**config.mk**
```make
export PLATFORM = sky130hd
export DESIGN_NAME = sync_fifo_ctrl
export DESIGN_NICKNAME = d
export VERILOG_FILES = /design/src/rtl/sync_fifo_ctrl.sv
export SDC_FILE = /design/constraint.sdc
export NUM_CORES = 1
export LEC_CHECK = 0
export ABC_AREA = 1
export CORE_MARGIN = 5
export CORE_UTILIZATION = 33
export CTS_CLUSTER_DIAMETER = 150
export DETAILED_ROUTE_END_ITERATION = 7
export PLACE_DENSITY = 0.68
export SYNTH_ARGS = -nofsm -noshare
export SYNTH_HDL_FRONTEND = slang
export SYNTH_SLANG_ARGS = --single-unit
export TNS_END_PERCENT = 10
```
**constraint.sdc**
```tcl
create_clock -name clk -period 2.57 [get_ports clk]
set_input_delay 0.257 -clock clk [delete_from_list [all_inputs] [get_ports clk]]
set_output_delay 0.257 -clock clk [all_outputs]
set_load 0.01 [all_outputs]
```
**src/rtl/sync_fifo_ctrl.sv**
```systemverilog
// FIFO controller around a 1-cycle-latency dual-port RAM, presenting a
// first-word-fall-through output through a two-entry head/skid buffer.
module sync_fifo_ctrl #(
    parameter int DATA_WIDTH = 8,
    parameter int ADDR_WIDTH = 8
) (
    input  logic                  clk,
    input  logic                  rst,
    input  logic                  in_valid,
    output logic                  in_ready,
    input  logic [DATA_WIDTH-1:0] in_data,
    output logic                  mem_wr_en,
    output logic [ADDR_WIDTH-1:0] mem_waddr,
    output logic [DATA_WIDTH-1:0] mem_wdata,
    output logic                  mem_rd_en,
    output logic [ADDR_WIDTH-1:0] mem_raddr,
    input  logic [DATA_WIDTH-1:0] mem_rdata,
    output logic                  out_valid,
    input  logic                  out_ready,
    output logic [DATA_WIDTH-1:0] out_data,
    output logic [ADDR_WIDTH+1:0] count
);

    localparam logic [ADDR_WIDTH:0] RAM_DEPTH_P = {1'b1, {ADDR_WIDTH{1'b0}}};
    localparam logic [ADDR_WIDTH:0] PTR_ONE     = {{ADDR_WIDTH{1'b0}}, 1'b1};

    logic [ADDR_WIDTH:0]   wptr_q, wptr_d, rptr_q, rptr_d, ram_cnt;
    logic                  rd_pend_q, head_v_q, head_v_d, skid_v_q, skid_v_d;
    logic [DATA_WIDTH-1:0] head_q, head_d, skid_q, skid_d;
    logic                  full, ram_empty, push, pop;
    logic [1:0]            occ, occ_after;

    // Handshakes: a word moves on an edge only when valid and ready are both
    // high in the cycle before it; ready never depends on valid of the same port.
    assign ram_cnt   = wptr_q - rptr_q;
    assign full      = (ram_cnt == RAM_DEPTH_P);
    assign ram_empty = (wptr_q == rptr_q);

    assign in_ready  = !full && !rst;
    assign push      = in_valid && in_ready;
    assign mem_wr_en = push;
    assign mem_waddr = wptr_q[ADDR_WIDTH-1:0];
    assign mem_wdata = in_data;

    assign out_valid = head_v_q;
    assign out_data  = head_q;
    assign pop       = head_v_q && out_ready;

    // occ never exceeds 2: a fetch is only issued when a slot will be free.
    assign occ       = {1'b0, head_v_q} + {1'b0, skid_v_q} + {1'b0, rd_pend_q};
    assign occ_after = occ - {1'b0, pop};
    assign mem_rd_en = !ram_empty && (occ_after < 2'd2);
    assign mem_raddr = rptr_q[ADDR_WIDTH-1:0];

    assign count = {1'b0, ram_cnt}
                 + {{(ADDR_WIDTH+1){1'b0}}, rd_pend_q}
                 + {{(ADDR_WIDTH+1){1'b0}}, head_v_q}
                 + {{(ADDR_WIDTH+1){1'b0}}, skid_v_q};

    assign wptr_d = push      ? wptr_q + PTR_ONE : wptr_q;
    assign rptr_d = mem_rd_en ? rptr_q + PTR_ONE : rptr_q;

    always_comb begin
        head_d   = head_q;
        head_v_d = head_v_q;
        skid_d   = skid_q;
        skid_v_d = skid_v_q;
        if (pop) begin
            if (skid_v_q) begin
                head_d   = skid_q;
                skid_v_d = 1'b0;
            end else begin
                head_v_d = 1'b0;
            end
        end
        // Returning RAM data lands behind whatever is still buffered.
        if (rd_pend_q) begin
            if (!head_v_q || (pop && !skid_v_q)) begin
                head_d   = mem_rdata;
                head_v_d = 1'b1;
            end else begin
                skid_d   = mem_rdata;
                skid_v_d = 1'b1;
            end
        end
    end

    always_ff @(posedge clk or posedge rst) begin
        if (rst) begin
            wptr_q    <= '0;
            rptr_q    <= '0;
            rd_pend_q <= 1'b0;
            head_v_q  <= 1'b0;
            skid_v_q  <= 1'b0;
            head_q    <= '0;
            skid_q    <= '0;
        end else begin
            wptr_q    <= wptr_d;
            rptr_q    <= rptr_d;
            rd_pend_q <= mem_rd_en;
            head_v_q  <= head_v_d;
            skid_v_q  <= skid_v_d;
            head_q    <= head_d;
            skid_q    <= skid_d;
        end
    end

endmodule

```
## Word-level counts from Yosys, hierarchy flattened

Cells that the tools add are included.

| storage, ports and cells | value |
|---|---|
| register bits | 37 |
| bits of input ports | 20 |
| output and inout port bits | 46 |
| word-level logic and storage cells | 43 |

| cells by class | value |
|---|---|
| add/sub/neg operators | 9 |
| $lt $le $gt $ge | 1 |
| eq/ne operators | 2 |
| multiplexer cells | 11 |
| bitwise operators | 1 |
| reductions and logical operators | 12 |

Operator list:

| kind | count |
|---|---|
| $mux 8 | 4 |
| $add 10x1->10 | 2 |
| $add 9x1->9 const B | 2 |
| $add 9x1->10 | 1 |
| $eq 9x9->1 | 1 |
| $eq 9x9->1 const B | 1 |
| $sub 9x9->9 | 1 |
| $mux 1 | 7 |
| $logic_and 1x1->1 | 5 |
| $logic_not 1->1 | 5 |
| $add 1x1->2 | 1 |
| $add 2x1->2 | 1 |
| $lt 2x2->1 const B | 1 |
| $reduce_and 2->1 | 1 |
| $sub 2x1->2 | 1 |
| $logic_or 1x1->1 | 1 |
| $not 1->1 | 1 |

## Depth between registers and ports, before layout

Gate-level depths: netlist of the first run.

| depth | value |
|---|---|
| word-level depth | 5 |
| mapped depth | 15 |
| gate-level depth less buffers | 15 |

## Least setup slack after synthesis of the first run

No wires, ideal clock.

| timing path | value |
|---|---|
| kind | reg2out |
| start | reg wptr_q[0] |
| end | out count[9] |
| arrival | 2.357 ns |
| required time | 2.313 ns |
| slack | -0.044 ns |
| stages on the path, launching flop included | 12 |
| buffers on the path | 0 |
| path through | dfrtp_1 -> inv_1 -> ha_1 -> inv_1 -> fa_1 -> ha_1 -> a21oi_1 -> nor3_1 -> nand4_1 -> nor2_1 -> nand2_1 -> nor3_1 |

| on the way | value |
|---|---|
| cells in the longest elaborated chain, start to end | 4 |

RTL lines:

| item | line | RTL |
|---|---|---|
| start: declaration | 27 | `logic [ADDR_WIDTH:0] wptr_q, wptr_d, rptr_q, rptr_d, ram_cnt;` |
| start signal: assignment | 98 | `wptr_q <= wptr_d;` |
| $sub 9x9->9 | 35 | `assign ram_cnt = wptr_q - rptr_q;` |
| $add 9x1->10 | 56 | `+ {{(ADDR_WIDTH+1){1'b0}}, rd_pend_q}` |
| $add 10x1->10 | 57 | `+ {{(ADDR_WIDTH+1){1'b0}}, head_v_q}` |
| $add 10x1->10 | 58 | `+ {{(ADDR_WIDTH+1){1'b0}}, skid_v_q};` |
| end: declaration | 21 | `output logic [ADDR_WIDTH+1:0] count` |

No other way between the ends.

## Final worst setup path of the first run

| timing path | value |
|---|---|
| start | reg rptr_q[0] |
| end | out count[7] |

| on the way | value |
|---|---|
| cells in the longest elaborated chain, start to end | 4 |

RTL lines:

| item | line | RTL |
|---|---|---|
| start: declaration | 27 |  |
| start signal: assignment | 99 | `rptr_q <= rptr_d;` |
| $sub 9x9->9 | 35 |  |
| $add 9x1->10 | 56 |  |
| $add 10x1->10 | 57 |  |
| $add 10x1->10 | 58 |  |

No other way between the ends.

==> results.sh, run 1 <==
export IMPL_result_of_the_run="finished with violations"
export IMPL_failed_checks="setup timing"
export IMPL_die_h_um=99.0
export IMPL_cts_hold_buffers=0
export IMPL_initialDrtViolationCount=58
export IMPL_initial_utilization=0.338
export IMPL_crit_reg2reg_launch="rptr_q[0]$_DFFE_PP0P_"
export IMPL_met3_length_um=405
export IMPL_timing_critical_path_mode_cell="sky130_fd_sc_hd__ha_4"
export IMPL_worst_setup_path_start_kind="flip-flop"
export IMPL_nNetsFinal=452
export IMPL_crit_arrival_ns=2.73
export IMPL_detailedPlacementHpwl_mm=4.91
export IMPL_final_min_period_over_clock_period=1.16
export IMPL_layout_utilization=0.454
export IMPL_die_area_sq_mm=0.00980
export IMPL_worst_endpoint_required_ns=2.31
export IMPL_cts_bufs_inserted=5
export IMPL_gr_usage_all_layers=0.130
export IMPL_seq_power_share=0.185
export IMPL_mostFrequentLayoutCells="83 x sky130_fd_sc_hd__nand2_1, 45 x sky130_fd_sc_hd__inv_1, 43 x sky130_fd_sc_hd__buf_4"
export IMPL_crit_path_end_kind="output port"
export IMPL_drv_cap=0
export IMPL_post_synth_inst_count=342
export IMPL_dr_max_layer_used="met4"
export IMPL_post_synthesis_register_bit_count=37
export IMPL_route_antenna_remaining_nets=0
export IMPL_worst_slew_margin_rel=0.611
export IMPL_wire_length_of_the_first_global_routing_pass_mm=10.5
export IMPL_root_buffer="sky130_fd_sc_hd__clkbuf_8"
export IMPL_syn_cell_area_sq_mm=0.00262
export IMPL_worst_path_cell_trace="buf_6 > ha_4 > inv_2 > fa_2 > ha_4 > a21oi_1 > nor3_2 > nand4_1 > nor2_1 > nand2_1 > xor2_1 > buf_2"
export IMPL_sequential_area_share_after_synthesis=0.354
export IMPL_p_per_area_mw_per_mm2=1540
export IMPL_number_of_antenna_violations_at_the_first_check_in_global_routing=0
export IMPL_final_setup_viol_count=12
export IMPL_clock_fmax_mhz=335
export IMPL_timing_clock_skew_ns=0.00779
export IMPL_power_net_switching_mw=2.40
export IMPL_critical_path_n_buffers_inverters=3
export IMPL_finalWeightedCongestion=0.854
export IMPL_p_int_mw=3.00
export IMPL_power_ir_vdd_worst_mv=0.589
export IMPL_grt_setup_unrepaired="yes"
export IMPL_post_drt_wl_per_cell_um=12.3
export IMPL_report_final_hold_viol_count=0
export IMPL_comb_power_share=0.738
export IMPL_final_period_minus_worst_setup_slack_ns=2.98
export IMPL_crit_path_start="rptr_q[0]$_DFFE_PP0P_"
export IMPL_cpMaxStageDelayCell="sky130_fd_sc_hd__fa_2"
export IMPL_max_clock_path_buffers=2
export IMPL_worst_setup_hold_path_clk_slew_ns=0.08
export IMPL_h_tree_depth=2
export IMPL_floorplan_die_width_um=99.0
export IMPL_sw_frac_of_total=0.444
export IMPL_top_level_ports=66
export IMPL_synthesis_yosys_warnings=0
export IMPL_final_hold_worst_slack_ns=0.493
export IMPL_critical_path_class="flip-flop to output port"
export IMPL_vias_per_cell=4.56
export IMPL_clock_sinks=37
export IMPL_worstPathMaxFanout=2
export IMPL_wirelength_met1_mm=2.79
export IMPL_worstHoldPathType="primary input to asynchronous set/reset pin"
export IMPL_final_critical_path_setup_slack_ns=-0.414
export IMPL_layout_drive_gt1_share=0.224
export IMPL_num_antenna_cells=0
export IMPL_drt_total_wl_mm=6.38
export IMPL_pin_count_of_the_biggest_net_entering_global_routing=50
export IMPL_vias_in_the_first_global_route=2331
export IMPL_buffer_ports_inserted=49
export IMPL_drc=0
export IMPL_core_area_sq_mm=0.00773
export IMPL_clockPowerShare=0.077
export IMPL_syn_area_per_cell_sq_um=7.65
export IMPL_tightestPinTransition_ns=0.584
export IMPL_p_leak_nw=1.79
export IMPL_num_vias=2355
export IMPL_cts_tree="done"
export IMPL_clock_insertion_delay_worst_skew_ns=0.30
export IMPL_slew_violations=0
export IMPL_row_count=32
export IMPL_layout_commonest_cell="sky130_fd_sc_hd__nand2_1"
export IMPL_number_of_distinct_library_cells_after_synthesis=30
export IMPL_globalRouteOverflowTotal=0
export IMPL_iteration_count_of_the_initial_detailed_routing_pass=4
export IMPL_critPathTopFamily="adder cells"
export IMPL_postSynthNetCount=380
export IMPL_slowest_delay_ns=0.47
export IMPL_flow_area_growth_from_synthesis_pct=34.0
export IMPL_met2_length_mm=3.03
==> registers in the layout, indices dropped and copies added, names as in the netlist <==
signal,flops
rptr_q,9
wptr_q,9
out_data,8
skid_q,8
out_valid,1
rd_pend_q,1
skid_v_q,1
==> metal layers <==
layer	vias to the layer above	global-route usage
li1	1215	-
met5	-	0
met3	18	0.0425
met1	1055	0.158
met2	67	0.218
met4	0	0.0410
==> power groups by stage <==
stage / Combinational, mW / Sequential (mW) / Clock (mW)
floorplan: 2.00 / 1.04 / 0
detailed placement: 3.88 / 0.997 / 0
CTS: 3.84 / 0.994 / 0.426
global placement: 3.81 / 0.993 / 0
global route: 4.42 / 1.03 / 0.451
finish: 3.98 / 0.996 / 0.415
==> cell families after synthesis <==
group | Yosys count | synth area share
adders and majority gates | 18 | 0.0947
AOI/OAI and AO/OA | 30 | 0.0627
buffers and inverters | 81 | 0.154
muxes | 3 | 0.0129
and+or+nand+nor | 155 | 0.261
xor gates and xnor gates | 18 | 0.0603
DFF | 37 | 0.354
==> stage by stage <==
step / setup TNS [ns] / setup WS, ns / power, mW / instances / area (sq um)
after floorplan: -0.0308 / -0.0111 / 3.05 / 342 / 2620
after global placement: -3.34 / -0.462 / 4.80 / 505 / 3340
after detailed placement: -4.27 / -0.542 / 4.87 / 505 / 3340
after CTS: -3.26 / -0.468 / 5.26 / 515 / 3430
after global routing: -4.80 / -0.572 / 5.90 / 517 / 3500
final: -3.03 / -0.414 / 5.40 / 517 / 3500
==> cell usage after synthesis <==
library cell               instances  area share
sky130_fd_sc_hd__nand2_1          83        0.12
sky130_fd_sc_hd__inv_1            49       0.070
sky130_fd_sc_hd__dfrtp_1          37        0.35
sky130_fd_sc_hd__buf_4            24       0.069
sky130_fd_sc_hd__nor2_1           23       0.033
sky130_fd_sc_hd__nand3_1          16       0.031
sky130_fd_sc_hd__ha_1             15       0.072
sky130_fd_sc_hd__nand4_1          15       0.036
sky130_fd_sc_hd__o21ai_0          13       0.025
sky130_fd_sc_hd__xor2_1           13       0.044
sky130_fd_sc_hd__nor3_1            8       0.015
sky130_fd_sc_hd__a21oi_1           7       0.013
sky130_fd_sc_hd__o22ai_1           6       0.014
sky130_fd_sc_hd__xnor2_1           5       0.017
sky130_fd_sc_hd__a31oi_1           3      0.0072
sky130_fd_sc_hd__clkbuf_1          3      0.0043
sky130_fd_sc_hd__fa_1              3       0.023
sky130_fd_sc_hd__mux2_2            3       0.013
sky130_fd_sc_hd__nand2_2           3      0.0072
sky130_fd_sc_hd__inv_2             2      0.0029
sky130_fd_sc_hd__nand3_2           2      0.0077
sky130_fd_sc_hd__buf_1             1      0.0014
sky130_fd_sc_hd__buf_2             1      0.0019
sky130_fd_sc_hd__buf_6             1      0.0043
sky130_fd_sc_hd__nand3b_1          1      0.0029
sky130_fd_sc_hd__nor2_2            1      0.0024
sky130_fd_sc_hd__nor4_1            1      0.0024
sky130_fd_sc_hd__o21a_1            1      0.0029
sky130_fd_sc_hd__or2_1             1      0.0024
sky130_fd_sc_hd__or2_2             1      0.0024
==> worst paths after layout <==
path | to | slack, ns | cells after the start
hold / removal | wptr_q[2]$_DFFE_PP0P_ | 0.49 | 3
min in group clk | skid_q[6]$_DFFE_PP0P_ | 0.50 | 2
hold reg to reg | skid_q[6]$_DFFE_PP0P_ | 0.50 | 2
max in group asynchronous | out_data[6]$_DFF_PP0_ | 1.69 | 3
setup / recovery | count[7] | -0.41 | 12
setup reg to reg | wptr_q[7]$_DFFE_PP0P_ | 0.21 | 12
==> worst register-to-register path, stage by stage, from the launching register on <==
cell	delay (ns)
sky130_fd_sc_hd__dfrtp_1	0.42
sky130_fd_sc_hd__buf_6	0.14
sky130_fd_sc_hd__ha_4	0.14
sky130_fd_sc_hd__inv_2	0.05
sky130_fd_sc_hd__fa_2	0.47
sky130_fd_sc_hd__buf_6	0.15
sky130_fd_sc_hd__nor3_2	0.17
sky130_fd_sc_hd__nand3_1	0.09
sky130_fd_sc_hd__nor2_1	0.11
sky130_fd_sc_hd__nand3_2	0.13
sky130_fd_sc_hd__buf_4	0.21
sky130_fd_sc_hd__nand4_1	0.08
sky130_fd_sc_hd__nand2_1	0.08
==> area by class of cell <==
class / instances / area (sq um)
fill: 750 / 4220
multi-input combinational: 224 / 1370
sequential: 37 / 926
timing repair buffer: 95 / 803
inverter: 51 / 191
tap: 102 / 128
clock buffer: 5 / 68.8
clock inverter: 3 / 17.5
==> what timing repair did <==
action                     CTS  global route
buffers inserted             2             2
gates resized for setup     51            11
gates cloned                 0             0
setup endpoints to repair   13            13
pin swaps                   11            10
No activity file was read; power rests on OpenSTA's default activity.
==> inputs of run 2 (changes only) <==
--- a/config.mk
+++ b/config.mk
@@ -6,6 +6,7 @@
 export NUM_CORES = 1
 export LEC_CHECK = 0
 export ABC_AREA = 1
+export CAP_MARGIN = 10
 export CORE_MARGIN = 5
 export CORE_UTILIZATION = 33
 export CTS_CLUSTER_DIAMETER = 150
==> results of run 2 <==
The final DEF is identical to that of run 1; final timing and power are the same.
==> inputs of run 3 (changes only) <==
--- a/config.mk
+++ b/config.mk
@@ -7,6 +7,7 @@
 export LEC_CHECK = 0
 export ABC_AREA = 1
 export CAP_MARGIN = 10
+export CORE_ASPECT_RATIO = 1.25
 export CORE_MARGIN = 5
 export CORE_UTILIZATION = 33
 export CTS_CLUSTER_DIAMETER = 150
==> run 3 against run 2 <==
Effect of this change:
- the run still ends with setup timing left
- register-to-register slack got worse by 0.09 ns
- first-iteration DRC count increased by 130%
- die area increased by 0.11%
- critical path depth unchanged
- count of clock-buffer cells in the layout unchanged
- cell count decreased by 0.77%
- flip-flop and latch count unchanged
- combinational power about the same
- total power increased by 2.4%
- core utilization decreased by 0.18 points
- worst hold slack got worse by 0.014 ns
- routed wire length increased by 4.6%
==> results.sh, run 3 (synthesized netlist as in run 1, its figures left out) <==
export IMPL_result_of_the_run="finished with violations"
export IMPL_failed_checks="setup timing"
export IMPL_route_antenna_remaining_nets=0
export IMPL_report_final_hold_viol_count=0
export IMPL_cts_tree="done"
export IMPL_final_setup_viol_count=11
export IMPL_detailedPlacementHpwl_mm=4.98
export IMPL_num_antenna_cells=0
export IMPL_largestRegisters="rptr_q x9, wptr_q x9"
export IMPL_design_area_sq_mm=0.00350
export IMPL_number_of_antenna_violations_at_the_first_check_in_global_routing=0
export IMPL_layout_commonest_cell="sky130_fd_sc_hd__nand2_1"
export IMPL_crit_reg2reg_capture="wptr_q[0]$_DFFE_PP0P_"
export IMPL_post_drt_wl_per_cell_um=13.0
export IMPL_core_area_sq_mm=0.00775
export IMPL_grt_setup_unrepaired="yes"
export IMPL_worst_slew_margin_rel=0.599
export IMPL_power_ir_vdd_worst_mv=0.975
export IMPL_r2r_worst_path_cells=13
export IMPL_buffer_ports_inserted=49
export IMPL_top_level_ports=66
export IMPL_clock_fmax_mhz=333
export IMPL_floorplan_die_width_um=89.6
export IMPL_cts_bufs_inserted=5
export IMPL_root_buffer="sky130_fd_sc_hd__clkbuf_8"
export IMPL_report_power_total_mw=5.53
export IMPL_sw_frac_of_total=0.442
export IMPL_drt_total_wl_mm=6.67
export IMPL_h_tree_depth=2
export IMPL_final_period_minus_worst_setup_slack_ns=3.00
export IMPL_worst_endpoint_required_ns=2.31
export IMPL_power_net_switching_mw=2.44
export IMPL_timing_clock_skew_ns=0.0104
export IMPL_final_min_period_over_clock_period=1.17
export IMPL_finalWeightedCongestion=0.803
export IMPL_clockPowerShare=0.094
export IMPL_post_layout_cell_count=513
export IMPL_vias_in_the_first_global_route=2369
export IMPL_layout_drive_gt1_share=0.222
export IMPL_layout_utilization=0.452
export IMPL_drc=0
export IMPL_row_count=36
export IMPL_fill_cells=776
export IMPL_timing_reg2reg_setup_slack_ns=0.12
export IMPL_gr_usage_all_layers=0.144
export IMPL_clock_insertion_delay_worst_skew_ns=0.29
export IMPL_crit_reg2reg_launch="rptr_q[0]$_DFFE_PP0P_"
export IMPL_seq_power_share=0.180
export IMPL_critical_path_class="flip-flop to output port"
export IMPL_tightestPinTransition_ns=0.601
export IMPL_slew_violations=0
export IMPL_crit_arrival_ns=2.74
export IMPL_die_h_um=110
export IMPL_max_clock_path_buffers=2
export IMPL_wire_length_of_the_first_global_routing_pass_mm=11.1
export IMPL_mostFrequentLayoutCells="82 x sky130_fd_sc_hd__nand2_1, 48 x sky130_fd_sc_hd__buf_4, 46 x sky130_fd_sc_hd__inv_1"
export IMPL_worst_setup_hold_path_clk_slew_ns=0.08
export IMPL_worstPathMaxFanout=2
export IMPL_p_int_mw=3.08
export IMPL_crit_path_end_kind="output port"
export IMPL_worst_setup_path_start_kind="flip-flop"
export IMPL_clock_sinks=37
export IMPL_die_area_sq_mm=0.00982
export IMPL_vias_per_cell=4.73
export IMPL_placedCellCount=498
export IMPL_placement_cell_area_sq_mm=0.00333
export IMPL_comb_power_share=0.726
export IMPL_worstHoldPathType="primary input to asynchronous set/reset pin"
export IMPL_globalRouteOverflowTotal=0
export IMPL_tns_ns=-3.18
export IMPL_final_hold_worst_slack_ns=0.479
export IMPL_iteration_count_of_the_initial_detailed_routing_pass=4
export IMPL_flow_area_growth_from_synthesis_pct=33.8
export IMPL_final_critical_path_setup_slack_ns=-0.432
export IMPL_dpl_worst_slack_ns=-0.543
export IMPL_initialDrtViolationCount=134
export IMPL_p_leak_nw=1.81
export IMPL_nNetsFinal=455
export IMPL_pin_count_of_the_biggest_net_entering_global_routing=50
export IMPL_p_per_area_mw_per_mm2=1580
export IMPL_cts_hold_buffers=0
export IMPL_drv_cap=0
export IMPL_initial_utilization=0.338
export IMPL_num_vias=2428
## run 3: changes by cell type in the layout (fill, tap and decap cells not counted), sizes merged
| cell | previous run | this run |
|---|---|---|
| dlygate4sd2 | 4 | 3 |
| clkinv | 2 | 1 |
| buf | 55 | 58 |
| bufinv | 0 | 1 |
| clkbuf | 5 | 6 |
## run 3: repair_timing
action	CTS	global route
buffers inserted	6	1
gates resized for setup	51	5
setup endpoints to repair	13	21
hold endpoints to repair	0	0
pin swaps	11	8
## run 3: layer usage
metal,vias up,share of wire,GRT usage
met5,-,0,0
met4,0,0.019,0.0447
met3,10,0.060,0.0300
met2,67,0.50,0.249
met1,1130,0.42,0.177
li1,1221,-,-
## run 3: final cells by class
type / instances / area (sq um) / share of cell area
multi-input cells: 224 / 1330 / 0.381
flip-flops and latches: 37 / 926 / 0.265
repair buffers: 98 / 815 / 0.233
inverters: 51 / 191 / 0.0547
well taps: 95 / 119 / 0.0340
clock buffers: 5 / 68.8 / 0.0197
clock inverters: 3 / 46.3 / 0.0132
## run 3: worst max path at each step
stage | startpoint | endpoint
floorplan | wptr_q[0]$_DFFE_PP0P_ | count[8]
finish | rptr_q[0]$_DFFE_PP0P_ | count[4]
detailed placement | wptr_q[0]$_DFFE_PP0P_ | count[8]
global route | wptr_q[0]$_DFFE_PP0P_ | count[8]
CTS | wptr_q[0]$_DFFE_PP0P_ | count[8]
global placement | wptr_q[0]$_DFFE_PP0P_ | count[8]
## run 3: power groups by stage
stage               clock [mW]  combinational (mW)  sequential, mW
CTS                      0.529                3.95           0.996
finish                   0.519                4.01           0.997
detailed placement           0                3.88            1.00
global placement             0                3.83           0.993
floorplan                    0                2.00            1.04
global route             0.550                4.42            1.03
## run 3: worst max-delay path, stage by stage, from the launching register on
cell                      delay (ns)
sky130_fd_sc_hd__dfrtp_1        0.40
sky130_fd_sc_hd__buf_4          0.14
sky130_fd_sc_hd__ha_1           0.16
sky130_fd_sc_hd__inv_1          0.06
sky130_fd_sc_hd__fa_1           0.44
sky130_fd_sc_hd__buf_6          0.15
sky130_fd_sc_hd__fa_2           0.39
sky130_fd_sc_hd__nand4_1        0.13
sky130_fd_sc_hd__buf_4          0.13
sky130_fd_sc_hd__buf_4          0.09
sky130_fd_sc_hd__buf_4          0.09
sky130_fd_sc_hd__xor2_1         0.13
sky130_fd_sc_hd__buf_2          0.15
